<file path="config.mk">
export PLATFORM = sky130hd
export DESIGN_NAME = io_device_regfile
export DESIGN_NICKNAME = d
export VERILOG_FILES = /design/src/rtl/io_device_regfile.sv
export SDC_FILE = /design/constraint.sdc
export NUM_CORES = 1
export LEC_CHECK = 0
export ABC_AREA = 0
export CAP_MARGIN = 20
export CORE_AREA = 2 2 427 429
export CTS_BUF_LIST = sky130_fd_sc_hd__clkbuf_4 sky130_fd_sc_hd__clkbuf_8
export DETAILED_ROUTE_END_ITERATION = 8
export DIE_AREA = 0 0 429 431
export PLACE_DENSITY = 0.39
export RECOVER_POWER = 100
export SETUP_SLACK_MARGIN = 0.1
export SYNTH_ARGS = -nofsm -noshare
export SYNTH_HDL_FRONTEND = slang
export SYNTH_SLANG_ARGS = --single-unit
</file>
<file path="constraint.sdc">
create_clock -name clk -period 6.13 [get_ports clk]
set_input_delay 0.613 -clock clk [delete_from_list [all_inputs] [get_ports clk]]
set_output_delay 0.613 -clock clk [all_outputs]
set_load 0.03 [all_outputs]
</file>
<file path="src/rtl/io_device_regfile.sv">
// io_device_regfile: memory-mapped register device with cycle counter, status and queued
// read responses. The optional compare/irq block is enabled by IO_DEVICE_REGFILE_IRQ_EN.
module io_device_regfile #(
    parameter int ADDRESS_WIDTH   = 32,
    parameter int DATA_WIDTH      = 32,
    parameter int BUS_WIDTH       = 512,
    parameter int NUM_REGS        = 8,
    parameter int WRITE_LATENCY   = 31,
    parameter int RESP_FIFO_DEPTH = 4
) (
    input  logic                     clk,
    input  logic                     reset,
    input  logic [ADDRESS_WIDTH-1:0] n2m_request_address,
    input  logic [BUS_WIDTH-1:0]     n2m_request_data,
    input  logic                     n2m_request_read,
    input  logic                     n2m_request_write,
    input  logic                     mc_avail_o,
    output logic                     m2n_request_available,
    output logic                     m2n_response_valid,
    output logic [ADDRESS_WIDTH-1:0] m2n_response_address,
    output logic [BUS_WIDTH-1:0]     m2n_response_data
`ifdef IO_DEVICE_REGFILE_IRQ_EN
   ,output logic                     irq
`endif
);

    localparam int LANES = BUS_WIDTH / DATA_WIDTH;
    localparam int W     = $clog2(DATA_WIDTH / 8);
    localparam int LW    = (LANES > 1) ? $clog2(LANES) : 1;
    localparam int RW    = (NUM_REGS > 1) ? $clog2(NUM_REGS) : 1;
    localparam int PW    = $clog2(RESP_FIFO_DEPTH);
    localparam int CW    = PW + 1;
    localparam int BCW   = (WRITE_LATENCY > 0) ? $clog2(WRITE_LATENCY + 1) : 1;
    localparam int SW    = (DATA_WIDTH > 16) ? DATA_WIDTH : 16;

    localparam logic [6:0] CNT_IDX  = 7'(NUM_REGS);
    localparam logic [6:0] STAT_IDX = 7'(NUM_REGS + 1);

    logic [DATA_WIDTH-1:0]    regs [NUM_REGS];
    logic [DATA_WIDTH-1:0]    counter;
    logic [BCW-1:0]           busy_cnt;
    logic [ADDRESS_WIDTH-1:0] q_addr [RESP_FIFO_DEPTH];
    logic [DATA_WIDTH-1:0]    q_data [RESP_FIFO_DEPTH];
    logic [PW-1:0]            wr_ptr;
    logic [PW-1:0]            rd_ptr;
    logic [CW-1:0]            fifo_count;

    logic [6:0]            idx;
    logic [LW-1:0]         lane;
    logic [RW-1:0]         ridx;
    logic [DATA_WIDTH-1:0] wr_data;
    logic [DATA_WIDTH-1:0] rd_data;
    logic [SW-1:0]         status;
    logic                  busy;
    logic                  is_reg;
    logic                  is_cnt;
    logic                  is_stat;
    logic                  accept_rd;
    logic                  accept_wr;
    logic                  push;
    logic                  pop;

    assign idx     = n2m_request_address[W +: 7];
    assign lane    = LW'(idx % 7'(LANES));
    assign ridx    = idx[RW-1:0];
    assign wr_data = n2m_request_data[DATA_WIDTH*int'(lane) +: DATA_WIDTH];
    assign is_reg  = idx < CNT_IDX;
    assign is_cnt  = idx == CNT_IDX;
    assign is_stat = idx == STAT_IDX;
    assign busy    = busy_cnt != '0;

    assign m2n_request_available = !busy && (fifo_count < CW'(RESP_FIFO_DEPTH));
    assign accept_rd = n2m_request_read && m2n_request_available;
    assign accept_wr = n2m_request_write && m2n_request_available;
    assign push      = accept_rd;
    assign pop       = (fifo_count != '0) && mc_avail_o;

    assign m2n_response_valid   = fifo_count != '0;
    assign m2n_response_address = q_addr[rd_ptr];
    assign m2n_response_data    = {LANES{q_data[rd_ptr]}};

`ifdef IO_DEVICE_REGFILE_IRQ_EN
    localparam logic [6:0] CMP_IDX = 7'(NUM_REGS + 2);
    localparam logic [6:0] IEN_IDX = 7'(NUM_REGS + 3);

    logic [DATA_WIDTH-1:0] compare;
    logic                  irq_en;
    logic                  is_cmp;
    logic                  is_ien;

    assign is_cmp = idx == CMP_IDX;
    assign is_ien = idx == IEN_IDX;

    // A match in the same cycle as a compare write keeps irq asserted
    always_ff @(posedge clk) begin
        if (!reset) begin
            compare <= '0;
            irq_en  <= 1'b0;
            irq     <= 1'b0;
        end else begin
            if (accept_wr && is_cmp) compare <= wr_data;
            if (accept_wr && is_ien) irq_en <= wr_data[0];
            if (irq_en && counter == compare) irq <= 1'b1;
            else if (accept_wr && is_cmp) irq <= 1'b0;
        end
    end
`endif

    always_comb begin
        status = '0;
        status[CW-1:0] = fifo_count;
        status[8] = busy;
`ifdef IO_DEVICE_REGFILE_IRQ_EN
        status[9] = irq;
`endif
        rd_data = '0;
        unique case (1'b1)
            is_reg:  rd_data = regs[ridx];
            is_cnt:  rd_data = counter;
            is_stat: rd_data = status[DATA_WIDTH-1:0];
`ifdef IO_DEVICE_REGFILE_IRQ_EN
            is_cmp:  rd_data = compare;
            is_ien:  rd_data[0] = irq_en;
`endif
            default: ;
        endcase
    end

    always_ff @(posedge clk) begin
        if (!reset) begin
            counter  <= '0;
            busy_cnt <= '0;
            for (int i = 0; i < NUM_REGS; i++) regs[i] <= '0;
        end else begin
            counter <= counter + DATA_WIDTH'(1);
            if (accept_wr) busy_cnt <= BCW'(WRITE_LATENCY);
            else if (busy) busy_cnt <= busy_cnt - BCW'(1);
            if (accept_wr && is_reg) regs[ridx] <= wr_data;
        end
    end

    // Queue storage is cleared so the response outputs read 0 after reset
    always_ff @(posedge clk) begin
        if (!reset) begin
            wr_ptr     <= '0;
            rd_ptr     <= '0;
            fifo_count <= '0;
            for (int i = 0; i < RESP_FIFO_DEPTH; i++) begin
                q_addr[i] <= '0;
                q_data[i] <= '0;
            end
        end else begin
            if (push) begin
                q_addr[wr_ptr] <= n2m_request_address;
                q_data[wr_ptr] <= rd_data;
                wr_ptr <= wr_ptr + PW'(1);
            end
            if (pop) rd_ptr <= rd_ptr + PW'(1);
            unique case ({push, pop})
                2'b10:   fifo_count <= fifo_count + CW'(1);
                2'b01:   fifo_count <= fifo_count - CW'(1);
                default: ;
            endcase
        end
    end

endmodule

</file>
==> results_dict.tcl, run 1 <==
set metrics [dict create \
    outcome "finished, violations left" \
    htreeDepth 3 \
    path_cells "inv_1 > ha_1 > nor4b_1 > clkbuf_1 > and3_1 > nand4_4 > buf_4 > nand2_1 > clkbuf_1" \
    switchingPower_mw 5.66 \
    dr_total_vias 21100 \
    io_pins 1095 \
    crit_path_max_fanout 33 \
    syn_nets 2865 \
    port_buffers 1046 \
    ant_nets 0 \
    drv_cap 17 \
    async_flop_share 0 \
    cts_tree "yes" \
    rows 156 \
    ir_drop_mv 0.141 \
    grt_setup_unrepaired "no" \
    drv_slew 533 \
    fin_crit_sh 0.780 \
    ys_seq_area_frac 0.513 \
    synth_edf_count 512 \
    dieHeight_um 431 \
    p_leak_nw 15.1 \
    multi_input_area_mm2 0.0110 \
    cts-resized-gates 0 \
    startpoint_type "register" \
    postLayoutCellArea_mm2 0.0431 \
    synth_area_leader_cell "edfxtp_1" \
    wl_per_cell_um 23.2 \
    fmax_mhz 209 \
    arrival_ps 5130 \
    power_frac_clock 0.252 \
    grt_pass1_wl_um 171000 \
    combinationalPowerShare 0.430 \
    finalSetupTns_ps 0 \
    synth_common_cells "512 x edfxtp_1, 493 x buf_4, 286 x nor2_1" \
    p_int_mw 8.57 \
    p_per_area_mw_per_mm2 330 \
    root_buffer "clkbuf_8" \
    cp_slowest_cell "clkbuf_1" \
    die_x_um 429 \
    yosysTopAreaCellShare 0.484 \
    grt_max_degree 85 \
    place_congestion 0.738 \
    cp-end-kind "register" \
    slew_headroom -0.940 \
    tightest_slew_ps 2910 \
    synth.avg_cell_area_um2 13.7 \
    nFillCells 18900 \
    cts_setup_buffers 0 \
    first_pass_iters 5 \
    skew_ps 76.9 \
    core-area_mm2 0.180 \
    violations "max-capacitance violations, max-slew violations" \
    grt_pass1_vias 22000 \
    hold_viol_final 0 \
    ctsHoldBuffers 0 \
    setup_slack_ps 1350 \
    netlist_top_cells_area "edfxtp_1 48%, mux4_2 17%, buf_4 12%, nor2_1 3.4%, dfxtp_1 2.9%" \
    start_util 0.176 \
    crit_required_ps 6480 \
    finalCriticalPeriod_ps 4780 \
    wl_um 123000 \
    seqPwrFrac 0.318 \
    synth_warnings 0 \
    pre_cts_slack_ps 1540 \
    cts_buffers 100 \
    clk_latency_ps 800 \
    hold_class "in -> reg" \
    grt-ovfl-total 0 \
    clk_pin_slew_ps 60 \
    critPathKind "reg -> reg" \
    regArea_mm2 0.0163 \
    layout-drive-gt1-share 0.166 \
    max_stage_delay_ps 1120 \
    clock_path_buffers 3 \
    yosysMostFrequentCell "edfxtp_1" \
    dp_hpwl_um 87900 \
    syn_area_mm2 0.0317 \
    p_sw_frac 0.398 \
    grt_use_total 0.129 \
    syn_to_final_growth_pct 35.9 \
    die_area_mm2 0.185 \
    grt_antenna_before_repair 17 \
    synth_cell_types 49 \
    layout.nets 3414 \
    drtIter0Drc 1179 \
    route.detailed.drc 0 \
    synth_cells 2311 \
    cpMostUsedCell "clkbuf_1" \
    placed_area_mm2 0.0413 \
    clock_sinks 558 \
    synth-seq-cells 558 \
    vias_per_cell 3.97 \
    synthFlopType "edfxtp_1" \
    setup_viol_count_final 0 \
]
flip-flops by register name (all words and copies together), names as in the netlist, named ones only:
register	cells
wr_ptr	2
q_data	128
counter	32
regs	256
rd_ptr	2
fifo_count	3
busy_cnt	5
q_addr	128
metal layers:
layer | wire [um] | vias to the layer above | global-route usage
met3 | 6720 | 127 | 0.0246
met5 | 12 | - | 0
met4 | 1800 | 2 | 0.0290
li1 | - | 9409 | -
met2 | 67600 | 920 | 0.245
met1 | 47300 | 10600 | 0.148
cell families after synthesis:
| logic type | synth area share |
|---|---|
| AOI/OAI and AO/OA | 0.0456 |
| xor gates and xnor gates | 0.00579 |
| adders and majority gates | 0.00221 |
| buffers and inverters | 0.141 |
| DFF | 0.513 |
| muxes | 0.204 |
| and+or+nand+nor | 0.0887 |
through the flow:
step / util / hold slack [ps] / power, mW / cells
after detailed placement: 0.229 / 504 / 11.3 / 5127
after global routing: 0.239 / 406 / 14.8 / 5309
final: 0.239 / 439 / 14.2 / 5312
after floorplan: - / 447 / 9.47 / 2311
after global placement: 0.229 / 493 / 11.3 / 5124
after CTS: 0.240 / 375 / 15.0 / 5306
critical path: cells and delay by family (launching register included):
family,cells,cell delay [ps]
flops,1,320
buf+inv,4,1940
fa+ha+maj,1,190
simple gates,4,1880
layout make-up:
type | count | share of cell area
flip-flops and latches | 558 | 0.378
multi-input cells | 1090 | 0.255
repair buffers | 1099 | 0.251
well taps | 2370 | 0.0687
clock buffers | 132 | 0.0378
clock inverters | 47 | 0.00850
inverters | 11 | 0.000957
diodes | 5 | 0.000290
power by group through the flow:
| stage | logic (mW) | registers [mW] | clock network (mW) |
|---|---|---|---|
| 2_1_floorplan | 4.96 | 4.51 | 0 |
| 3_3_place_gp | 6.73 | 4.61 | 0 |
| 3_5_place_dp | 6.71 | 4.61 | 0 |
| 4_1_cts | 6.72 | 4.54 | 3.72 |
| 5_1_grt | 6.41 | 4.56 | 3.87 |
| 6_report | 6.11 | 4.53 | 3.59 |
path summary, 6_finish.rpt:
check	from	to	slack, ps	depth (start not counted)
setup / recovery	busy_cnt[0]	regs[2][5]	1350	9
hold / removal	n2m_request_address[4]	q_addr[1][4]	440	2
hold reg to reg	counter[0]	counter[0]	510	1
setup reg to reg	busy_cnt[0]	regs[2][5]	1350	9
cells in the final DEF (no fill, tap or decap), drive strengths merged, types with 37 or more instances in the layout:
| master | count |
|---|---|
| dfxtp | 46 |
| a32o | 84 |
| dlygate4sd3 | 542 |
| mux4 | 244 |
| mux2i | 62 |
| nor2 | 289 |
| clkbuf | 153 |
| edfxtp | 512 |
| and2 | 137 |
| buf | 37 |
| clkdlybuf4s50 | 499 |
Power figures use the tool's default switching activity.
==> run 2, diff against run 1 <==
==> constraint.sdc (replaced) <==
create_clock -name clk -period 4.31 [get_ports clk]
set_input_delay 0.431 -clock clk [delete_from_list [all_inputs] [get_ports clk]]
set_output_delay 0.431 -clock clk [all_outputs]
set_load 0.03 [all_outputs]
==> results_dict.tcl, run 2 (synthesis results as in run 1) <==
set metrics [dict create \
    ant_nets 0 \
    cts_tree "yes" \
    grt_use_met1 0.144 \
    final_common_cell "dlygate4sd3_1" \
    clk_pin_slew_ps 60 \
    first_pass_iters 5 \
    ir_drop_mv 0.248 \
    fin_util 0.241 \
    ctsHoldBuffers 0 \
    postLayoutCellArea_mm2 0.0433 \
    layout_common_cells "544 x dlygate4sd3_1, 512 x edfxtp_1, 497 x clkdlybuf4s50_1" \
    setup_viol_count_final 0 \
    largest-register "regs" \
    cts_setup_buffers 0 \
    whs_ps 291 \
    critPathKind "reg -> out" \
    grt_max_degree 62 \
    clock_path_buffers 3 \
    htreeDepth 3 \
    clk_latency_ps 800 \
    dp_cells 5146 \
    power_frac_clock 0.249 \
    cts_buffers 101 \
    violations "max-capacitance violations, max-slew violations" \
    crit_required_ps 3880 \
    port_buffers 1046 \
    cts-resized-gates 0 \
    wl_per_cell_um 23.0 \
    grt_setup_unrepaired "no" \
    rows 156 \
    tightest_slew_ps 2170 \
    outcome "finished, violations left" \
    p_int_mw 12.1 \
    finalSetupTns_ps 0 \
    skew_ps 54.6 \
    route.detailed.drc 0 \
    dr_total_vias 21100 \
    dieHeight_um 431 \
    top_regs "regs: 256 flops, q_addr: 128 flops, q_data: 128 flops" \
    fmax_mhz 262 \
    met2_usage 0.246 \
    use_met3 0.0237 \
    grt_pass1_wl_um 169000 \
    die_area_mm2 0.185 \
    hold_class "in -> reg" \
    core-area_mm2 0.180 \
    start_util 0.176 \
    vias_per_cell 3.96 \
    place_congestion 0.759 \
    clock_sinks 558 \
    dp_hpwl_um 86900 \
    grt-ovfl-total 0 \
    wl_um 123000 \
    drtIter0Drc 1072 \
    drv_slew 257 \
    largest_register_ffs 256 \
    placed_area_mm2 0.0416 \
    layout-drive-gt1-share 0.177 \
    drv_cap 8 \
    layout.nets 3433 \
    syn_to_final_growth_pct 36.5 \
    grt_pass1_vias 22000 \
    p_per_area_mw_per_mm2 465 \
    fin_crit_sh 0.887 \
    cp-end-kind "primary output" \
    combinationalPowerShare 0.432 \
    arrival_ps 3390 \
    crit_path_max_fanout 31 \
    seqPwrFrac 0.319 \
    io_pins 1095 \
    grt_antenna_before_repair 20 \
    hold_viol_final 0 \
    root_buffer "clkbuf_8" \
    slew_headroom -0.447 \
    startpoint_type "register" \
    switchingPower_mw 8.06 \
    die_x_um 429 \
    p_sw_frac 0.400 \
    finalCriticalPeriod_ps 3820 \
    grt_use_total 0.128 \
    p_leak_nw 15.3 \
    busiest_layer "met2" \
    layoutNonFillerInstCount 5340 \
]
run 2: changes by cell type in the layout (fill, tap and decap cells not counted), sizes merged:
| cell | before | now |
|---|---|---|
| diode | 5 | 8 |
| clkinv | 35 | 38 |
| dlygate4sd3 | 542 | 544 |
| bufinv | 4 | 0 |
| clkinvlp | 3 | 1 |
| inv | 16 | 14 |
| clkdlybuf4s50 | 499 | 497 |
| buf | 37 | 42 |
| clkbuf | 153 | 178 |
run 2: power by group through the flow:
| stage | Sequential [mW] | Combinational, mW | Clock, mW |
|---|---|---|---|
| 3_3_place_gp | 6.56 | 9.63 | 0 |
| 3_5_place_dp | 6.56 | 9.59 | 0 |
| 6_report | 6.44 | 8.70 | 5.02 |
| 4_1_cts | 6.45 | 9.60 | 5.21 |
| 2_1_floorplan | 6.42 | 7.06 | 0 |
| 5_1_grt | 6.48 | 9.14 | 5.41 |
run 2: final timing paths:
path,from,to,slack [ps],depth (start not counted)
worst max-delay path,register,m2n_response_data[378],490,3
worst min-delay path,reset,counter[31],290,3
worst max register to register,busy_cnt[0],regs[7][2],550,8
worst min register to register,counter[0],counter[0],520,1
run 2: layout make-up:
cell class	instances	area, um2
repair buffers	1117	11100
multi-input cells	1090	11000
well taps	2370	2970
inverters	11	41.3
clock inverters	42	255
fillers	18900	137000
diodes	8	20.0
flip-flops and latches	558	16300
clock buffers	144	1740
run 2: per-stage QoR:
stage               power (mW)  setup WS, ps
floorplan                 13.5           860
global placement          16.2          1180
detailed placement        16.1          1190
finish                    20.2           486
global route              21.0           167
CTS                       21.3           395
run 2: critical path: stages, from the launching register on:
cell and delay (ps):
dfxtp_4 850, buf_4 290, mux4_2 690, dlygate4sd3_1 760
run 2: layer usage:
| layer | vias up | part of all wire |
|---|---|---|
| li1 | 9427 | - |
| met1 | 10600 | 0.38 |
| met2 | 918 | 0.54 |
| met3 | 153 | 0.051 |
| met4 | 4 | 0.021 |
| met5 | - | 0.00022 |
==> run 3, diff against run 2 <==
--- a/config.mk
+++ b/config.mk
@@ -7,11 +7,11 @@
 export LEC_CHECK = 0
 export ABC_AREA = 0
 export CAP_MARGIN = 20
-export CORE_AREA = 2 2 427 429
+export CORE_AREA = 2 2 421 423
 export CTS_BUF_LIST = sky130_fd_sc_hd__clkbuf_4 sky130_fd_sc_hd__clkbuf_8
 export DETAILED_ROUTE_END_ITERATION = 8
-export DIE_AREA = 0 0 429 431
-export PLACE_DENSITY = 0.39
+export DIE_AREA = 0 0 423 425
+export PLACE_DENSITY = 0.5
 export RECOVER_POWER = 100
 export SETUP_SLACK_MARGIN = 0.1
 export SYNTH_ARGS = -nofsm -noshare
==> constraint.sdc (replaced) <==
create_clock -name clk -period 4.3 [get_ports clk]
set_input_delay 0.43 -clock clk [delete_from_list [all_inputs] [get_ports clk]]
set_output_delay 0.43 -clock clk [all_outputs]
set_load 0.03 [all_outputs]
==> results_dict.tcl, run 3 (synthesis results as in run 1) <==
set metrics [dict create \
    io_pins 1095 \
    p_int_mw 12.0 \
    crit_required_ps 4860 \
    switchingPower_mw 7.99 \
    seqPwrFrac 0.323 \
    cts-resized-gates 0 \
    dr_total_vias 21200 \
    drv_cap 7 \
    holdPathEnd "q_addr[1][4]" \
    root_buffer "clkbuf_8" \
    arrival_ps 4280 \
    htreeDepth 3 \
    layout.nets 3424 \
    postLayoutCellArea_mm2 0.0432 \
    ir_drop_mv 0.224 \
    port_buffers 1046 \
    route.detailed.drc 0 \
    finalSetupTns_ps 0 \
    grt_use_total 0.125 \
    grt_pass1_vias 21600 \
    core-area_mm2 0.175 \
    wl_um 118000 \
    ctsHoldBuffers 0 \
    critPathKind "reg -> reg" \
    largest-register "regs" \
    drtIter0Drc 1331 \
    grt_pass1_wl_um 162000 \
    vias_per_cell 3.99 \
    power_frac_clock 0.240 \
    min_path_cells 2 \
    clk_pin_slew_ps 70 \
    tightest_slew_ps 2250 \
    pre_cts_slack_ps 988 \
    placed_area_mm2 0.0415 \
    syn_to_final_growth_pct 36.1 \
    p_per_area_mw_per_mm2 463 \
    fin_crit_sh 0.863 \
    max_stage_delay_ps 1320 \
    layout_common_cells "545 x dlygate4sd3_1, 512 x edfxtp_1, 496 x clkdlybuf4s50_1" \
    cts_setup_buffers 0 \
    setup_viol_count_final 0 \
    start_util 0.181 \
    ant_nets 0 \
    cp-end-kind "register" \
    outcome "finished, violations left" \
    finalCriticalPeriod_ps 3710 \
    cts_buffers 94 \
    crit_path_max_fanout 28 \
    cp_slowest_cell "and2_1" \
    combinationalPowerShare 0.437 \
    skew_ps 56.5 \
    cts_tree "yes" \
    grt-ovfl-total 0 \
    first_pass_iters 5 \
    dieHeight_um 425 \
    slew_headroom -0.500 \
    clock_path_buffers 3 \
    path_cells "inv_1 > ha_1 > or4b_1 > nor3_1 > and2_1 > a32o_1" \
    r2r-start "busy_cnt[0]" \
    clk_latency_ps 730 \
    wl_per_cell_um 22.3 \
    fmax_mhz 269 \
    clock_sinks 558 \
    grt_antenna_before_repair 29 \
    dp_hpwl_um 84300 \
    drv_slew 234 \
    worstReg2RegEnd "q_data[1][24]" \
    p_leak_nw 15.2 \
    final_common_cell "dlygate4sd3_1" \
    grt_max_degree 85 \
    worstSetupStartpoint "busy_cnt[0]" \
    die_area_mm2 0.180 \
    grt_setup_unrepaired "no" \
    die_x_um 423 \
    layout-drive-gt1-share 0.171 \
    rows 154 \
    top_regs "regs: 256 flops, q_addr: 128 flops, q_data: 128 flops" \
    place_congestion 0.771 \
    hold_viol_final 0 \
    startpoint_type "register" \
    setup_slack_ps 588 \
    regToRegSetupSlack_ps 590 \
    r2r_cells 6 \
    hold_start "n2m_request_address[4]" \
    p_sw_frac 0.400 \
    violations "max-capacitance violations, max-slew violations" \
    largest_register_ffs 256 \
    hold_class "in -> reg" \
]
==> run 3: changes by cell type in the layout (fill, tap and decap cells not counted), moves of 5 or more <==
cell      before  now
clkinv_2      14    7
clkbuf_2      21   16
clkbuf_4      39   30
clkbuf_8     105  100
buf_4         27   32
==> run 3: power groups by stage <==
stage	Combinational [mW]	Sequential [mW]	Clock, mW
CTS	9.62	6.46	4.93
global route	9.18	6.49	5.14
detailed placement	9.61	6.58	0
global placement	9.60	6.56	0
floorplan	7.07	6.43	0
finish	8.74	6.45	4.80
==> run 3: how the worst max path moves through the flow <==
stage / end / slack [ps] / cells past startpoint
6_report: q_data[1][24] / 590 / 6
5_1_grt: m2n_response_address[29] / 370 / 3
2_1_floorplan: q_addr[2][0] / 850 / 6
3_5_place_dp: regs[7][18] / 990 / 7
4_1_cts: m2n_response_data[9] / 490 / 2
3_3_place_gp: regs[7][18] / 1010 / 7
==> run 3: worst max-delay path, delay by kind of cell (launching register included) <==
kind / cells / cell delay (ps)
compound gates: 1 / 320
fa+ha+maj: 1 / 200
buf+inv: 1 / 90
flops: 1 / 310
simple gates: 3 / 2620
==> run 3: routing by layer <==
layer	wire, um	vias to the layer above	GRT usage
met5	40	-	0
met4	3320	6	0.0441
met3	7040	143	0.0210
met2	64800	967	0.238
met1	42900	10600	0.139
li1	-	9404	-
==> run 3: layout make-up <==
type                            instances  area (um2)
Clock inverter                         40         275
Inverter                               11        41.3
Timing Repair Buffer                 1115       11100
Tap cell                             2340        2930
Antenna cell                           12        30.0
Fill cell                           18300      132000
Clock buffer                          130        1600
Sequential cell                       558       16300
Multi-Input combinational cell       1090       11000
==> run 3: stage by stage <==
stage	total power [mW]	cells	utilization	hold slack [ps]
4_1_cts	21.0	5284	0.248	196
3_5_place_dp	16.2	5114	0.237	496
6_report	20.0	5296	0.246	352
2_1_floorplan	13.5	2311	-	447
5_1_grt	20.8	5291	0.246	340
3_3_place_gp	16.2	5114	0.237	487
